`src/rtl/bit_framer_pkg.sv`:
```
`default_nettype none
// +----------------------------------------------------------------------+
// | bit_framer_pkg : shared types/constants for the sync-word framer      |
// | Rev 1.0 -- BF_BYTE_BITS widens to 9 when BIT_FRAMER_PARITY_EN is set  |
// +----------------------------------------------------------------------+
package bit_framer_pkg;

  typedef enum logic [0:0] {
    HUNT    = 1'b0,
    PAYLOAD = 1'b1
  } bf_state_t;

  localparam logic [7:0] BF_SYNC_DEFAULT = 8'hA5;

`ifdef BIT_FRAMER_PARITY_EN
  localparam int BF_BYTE_BITS = 9;
`else
  localparam int BF_BYTE_BITS = 8;
`endif

  // Odd parity: the data ones plus the parity bit must total an odd count.
  function automatic logic bf_odd_parity_ok(input logic [7:0] data, input logic par);
    return (^data) ^ par;
  endfunction

endpackage
`default_nettype wire

```
`src/rtl/bit_framer_phase.sv`:
```
`default_nettype none
// +----------------------------------------------------------------------+
// | bit_framer_phase : tracks the 2:1 sampler phase, strobes new bits     |
// | Rev 1.0                                                              |
// +----------------------------------------------------------------------+
module bit_framer_phase (
  input  logic clk,
  input  logic rst,
  output logic cap
);

  logic r_ph;

  // Mirrors the sampler's own state bit, so both leave reset in lockstep.
  always_ff @(posedge clk or negedge rst) begin
    if (!rst) r_ph <= 1'b0;
    else      r_ph <= ~r_ph;
  end

  assign cap = ~r_ph;

endmodule
`default_nettype wire

```
`src/rtl/bit_framer.sv`:
```
`default_nettype none
// +----------------------------------------------------------------------+
// | bit_framer : hunts SYNC_WORD, then emits PAYLOAD_LEN MSB-first bytes  |
// | Rev 1.0 -- optional odd parity per byte via BIT_FRAMER_PARITY_EN      |
// +----------------------------------------------------------------------+
module bit_framer
  import bit_framer_pkg::*;
#(
  parameter logic [7:0] SYNC_WORD   = BF_SYNC_DEFAULT,
  parameter int         PAYLOAD_LEN = 4
) (
  input  logic       clk,
  input  logic       rst,
  input  logic       bit_in,
  output logic [7:0] dout,
  output logic       dout_valid,
  output logic       frame_start,
  output logic       frame_end,
  output logic       locked,
  output logic [7:0] frame_cnt,
  output logic       parity_err
);

  localparam int         c_SHW       = BF_BYTE_BITS - 1;
  localparam logic [3:0] c_LAST_BIT  = 4'(BF_BYTE_BITS - 1);
  localparam logic [3:0] c_LAST_BYTE = 4'(PAYLOAD_LEN - 1);

  logic             w_cap;
  bf_state_t        r_state;
  logic [6:0]       r_sr;
  logic [c_SHW-1:0] r_byte;
  logic [3:0]       r_bit_cnt;
  logic [3:0]       r_byte_cnt;
  logic [7:0]       r_dout;
  logic             r_dout_valid;
  logic             r_frame_start;
  logic             r_frame_end;
  logic             r_locked;
  logic [7:0]       r_frame_cnt;

  logic [7:0]       w_data;
  logic             w_par_ok;
  logic             w_sync_hit;
  logic             w_last_bit;
  logic             w_last_byte;

  bit_framer_phase u_phase (
    .clk (clk),
    .rst (rst),
    .cap (w_cap)
  );

  // With parity the final captured bit is the parity bit, so the data byte
  // is already complete in the shift register.
`ifdef BIT_FRAMER_PARITY_EN
  assign w_data   = r_byte;
  assign w_par_ok = bf_odd_parity_ok(r_byte, bit_in);
`else
  assign w_data   = {r_byte, bit_in};
  assign w_par_ok = 1'b1;
`endif

  assign w_sync_hit  = ({r_sr, bit_in} == SYNC_WORD);
  assign w_last_bit  = (r_bit_cnt == c_LAST_BIT);
  assign w_last_byte = (r_byte_cnt == c_LAST_BYTE);

  always_ff @(posedge clk or negedge rst) begin
    if (!rst) begin
      r_state       <= HUNT;
      r_sr          <= '0;
      r_byte        <= '0;
      r_bit_cnt     <= '0;
      r_byte_cnt    <= '0;
      r_dout        <= '0;
      r_dout_valid  <= 1'b0;
      r_frame_start <= 1'b0;
      r_frame_end   <= 1'b0;
      r_locked      <= 1'b0;
      r_frame_cnt   <= '0;
    end else begin
      r_dout_valid  <= 1'b0;
      r_frame_start <= 1'b0;
      r_frame_end   <= 1'b0;
      if (w_cap) begin
        case (r_state)
          HUNT: begin
            if (w_sync_hit) begin
              r_state       <= PAYLOAD;
              r_frame_start <= 1'b1;
              r_locked      <= 1'b1;
              r_bit_cnt     <= '0;
              r_byte_cnt    <= '0;
              r_sr          <= '0;
            end else begin
              r_sr <= {r_sr[5:0], bit_in};
            end
          end
          PAYLOAD: begin
            if (!w_last_bit) begin
              r_byte    <= {r_byte[c_SHW-2:0], bit_in};
              r_bit_cnt <= r_bit_cnt + 4'd1;
            end else begin
              r_bit_cnt <= '0;
              if (!w_par_ok) begin
                // Bad parity abandons the frame without emitting the byte.
                r_state  <= HUNT;
                r_locked <= 1'b0;
                r_sr     <= '0;
              end else begin
                r_dout       <= w_data;
                r_dout_valid <= 1'b1;
                if (w_last_byte) begin
                  r_frame_end <= 1'b1;
                  r_frame_cnt <= r_frame_cnt + 8'd1;
                  r_state     <= HUNT;
                  r_locked    <= 1'b0;
                  r_sr        <= '0;
                end else begin
                  r_byte_cnt <= r_byte_cnt + 4'd1;
                end
              end
            end
          end
          default: r_state <= HUNT;
        endcase
      end
    end
  end

`ifdef BIT_FRAMER_PARITY_EN
  logic r_parity_err;

  always_ff @(posedge clk or negedge rst) begin
    if (!rst) r_parity_err <= 1'b0;
    else      r_parity_err <= w_cap && (r_state == PAYLOAD) && w_last_bit && !w_par_ok;
  end

  assign parity_err = r_parity_err;
`else
  assign parity_err = 1'b0;
`endif

  assign dout        = r_dout;
  assign dout_valid  = r_dout_valid;
  assign frame_start = r_frame_start;
  assign frame_end   = r_frame_end;
  assign locked      = r_locked;
  assign frame_cnt   = r_frame_cnt;

endmodule
`default_nettype wire

```
`config.mk`:
```
export PLATFORM = sky130hd
export DESIGN_NAME = bit_framer
export DESIGN_NICKNAME = d
export VERILOG_FILES = /design/src/rtl/bit_framer_pkg.sv /design/src/rtl/bit_framer_phase.sv /design/src/rtl/bit_framer.sv
export SDC_FILE = /design/constraint.sdc
export NUM_CORES = 1
export LEC_CHECK = 0
export ABC_AREA = 1
export CAP_MARGIN = 40
export CELL_PAD_IN_SITES_DETAIL_PLACEMENT = 1
export CELL_PAD_IN_SITES_GLOBAL_PLACEMENT = 1
export CORE_UTILIZATION = 44
export CTS_CLUSTER_SIZE = 16
export DETAILED_ROUTE_END_ITERATION = 12
export GPL_TIMING_DRIVEN = 0
export HOLD_SLACK_MARGIN = 0.05
export PLACE_DENSITY_LB_ADDON = 0.1
export SYNTH_ARGS = -nofsm -noshare
export SYNTH_HDL_FRONTEND = slang
export SYNTH_HIERARCHICAL = 1
export SYNTH_SLANG_ARGS = --single-unit
export TNS_END_PERCENT = 30
```
`constraint.sdc`:
```
create_clock -name clk -period 3.1 [get_ports clk]
set_input_delay 0.93 -clock clk [delete_from_list [all_inputs] [get_ports clk]]
set_output_delay 0.93 -clock clk [all_outputs]
set_load 0.05 [all_outputs]
```
==> impl_metrics.toml <==
[sta]
maxSlewViolCount = 0
timing.final.crit_share = 0.803
setup_viol = 0
worst_pin_slew_ns = 0.534
fin_ws_ns = 0.610
clock_skew_ns = 0.00676
timing.hold.ws_ns = 0.415
hold_violations = 0
maxSlewHeadroom = 0.644
rsz0062_at_grt = "false"
fmax_ghz = 0.402
period_needed_ns = 2.49
tns_ns = 0

[routing]
dr_wl_met2_microns = 2050
highest_layer = "met4"
drtIter0Drc = 55
wire_per_inst_microns = 13.2
wl_met1_microns = 2020
via_per_inst = 4.95
dr.pass1.iters = 3
dr_wl_met3_microns = 103
num_vias = 1583
drt_wl_total_microns = 4230
drc = 0
ant_nets = 0

[worst_setup_path]
start_kind = "flop"
reg2reg_slack_ns = 1.55
critPathRequiredTime_ns = 2.17
slowest_delay_ns = 0.83
startpoint = "frame_cnt[2]"
critical_path_class = "flop to primary output"
end_kind = "primary output"
r2r-start = "r_bit_cnt[0]"
rr_worst_depth = 8
crit_chain = "clkdlybuf4s50_1"
crit_arrival_ns = 1.56
worst-path-buf-inv = 1
cpMaxStageDelayCell = "clkdlybuf4s50_1"
crit_family = "buffers and inverters"
cp.depth = 1
crit_path_max_fanout = 5

[power_and_ir_drop]
p_leak_nw = 1.26
comb_power_share = 0.060
vdd.ir_drop.worst_mv = 0.239
switching_share = 0.225
finalPower_mw = 1.03
clkPwrFrac = 0.370
p_sw_uw = 232
seq_power_share = 0.570
p_per_area_nw_per_um2 = 430
intPower_uw = 801

[global_route]
antenna_found_initial = 0
track_usage = 0.202
grt_overflow = 0
first_global_vias = 1717
grt_max_degree = 24
grt_pass1_wl_microns = 7730

[die]
die_y_microns = 69.4
start_util = 0.459
die_area_sq_um = 4810
dieWidth_microns = 69.4
fp-row-count = 24
coreArea_sq_um = 4350
ioPinCount = 24

[place]
port_buffers = 22
place.gp.congestion = 0.786
place_area_sq_um = 2300
dp_hpwl_microns = 3140
place_ws_ns = 0.751

[cells_and_area]
layout-drive-gt1-share = 0.0933
fillers = 522
n_antenna_cell = 0
design_area_sq_um = 2400
final_nets = 274
area_growth_pct = 20.2
layout_common_cells = "85 x nand2_1, 44 x dfrtp_1, 25 x inv_1"
layout_commonest_cell = "nand2_1"

[synthesis]
syn_inst = 238
yosysSeqAreaShare = 0.551
ys_ff_latch = 44
netlist_area_sq_um = 2000
yosysWarnings = 6
syn_nets = 244
synthTopCellsByArea = "dfrtp_1 55%, nand2_1 16%, o21ai_0 5.3%, inv_1 4.7%, nand3_1 3.5%"
synth_top_area_share = 0.551
syn_area_per_cell_sq_um = 8.39
yosysUniqueCellTypes = 21
yosys.area.top_type = "dfrtp_1"

[hold_path]
worstHoldPathType = "flop to flop"
min_from = "u_phase/r_ph"
hold_depth = 1

[cts]
cts_resized = 0
root_buffer = "clkbuf_8"
cts_sinks = 44
clk_latency_ns = 0.30
path_clk_slew_ns = 0.08
cts_tree = "built"
cts_max_path_buffers = 2
cts_buffers = 5
post_cts_buffers = 0
htree_levels = 2
postCtsHoldBufs = 0

[job]
cap_violations = 0

[status]
outcome = "complete, no violations"
logic make-up (layout without fill, tap and decap cells):
group           after synthesis  count (layout)  synth area share
fa+ha+maj                     3               3            0.0188
simple gates                127             127             0.272
xor+xnor                      5               5            0.0219
flops                        44              44             0.551
compound gates               25              25            0.0627
other cells                   1               1           0.00188
buf+inv                      33              63            0.0714
area by class of cell:
type / count / area (sq um) / area share
multi-input combinational: 161 / 753 / 0.314
sequential: 44 / 1100 / 0.459
buffer: 6 / 41.3 / 0.0172
inverter: 27 / 101 / 0.0422
timing repair buffer: 23 / 243 / 0.101
clock buffer: 7 / 96.3 / 0.0401
tap: 52 / 65.1 / 0.0271
stage by stage:
stage / cells / util
5_1_grt: 320 / 0.551
3_3_place_gp: 312 / 0.524
4_1_cts: 320 / 0.551
6_report: 320 / 0.551
3_5_place_dp: 313 / 0.529
2_1_floorplan: 238 / -
Yosys cell counts, drive strengths merged:
library cell	number
ha	3
buf	6
nand2	90
nor3b	1
nand3	15
xor2	5
a21oi	4
nor2	18
nand4	2
conb	1
dfrtp	44
inv	27
nor3	1
o21ai	21
flip-flops by register name, summed over array words and instances, names as in the netlist:
register	cells
u_phase/r_ph	1
locked	1
dout	8
frame_end	1
r_state	1
r_sr	7
r_byte_cnt	4
frame_start	1
r_byte	7
frame_cnt	8
dout_valid	1
r_bit_cnt	4
metal layers:
| metal | vias to the layer above | global-route usage |
|---|---|---|
| li1 | 792 | - |
| met1 | 767 | 0.269 |
| met2 | 19 | 0.325 |
| met3 | 5 | 0.0349 |
| met4 | 0 | 0.0907 |
| met5 | - | 0 |
power by group through the flow:
| stage | Sequential [mW] | Clock [mW] | Combinational, mW |
|---|---|---|---|
| 5_1_grt | 0.590 | 0.416 | 0.0679 |
| 3_3_place_gp | 0.600 | 0 | 0.0585 |
| 2_1_floorplan | 0.618 | 0 | 0.0125 |
| 6_report | 0.589 | 0.383 | 0.0617 |
| 4_1_cts | 0.589 | 0.396 | 0.0633 |
| 3_5_place_dp | 0.600 | 0 | 0.0634 |
path summary, 6_finish.rpt:
kind | to
worst max-delay path | frame_cnt[2]
worst min-delay path | u_phase/r_ph
worst max register to register | frame_cnt[4]
worst min register to register | u_phase/r_ph
max in group asynchronous | r_bit_cnt[1]
min in group asynchronous | r_byte_cnt[3]
(Power assumes the default switching activity.)
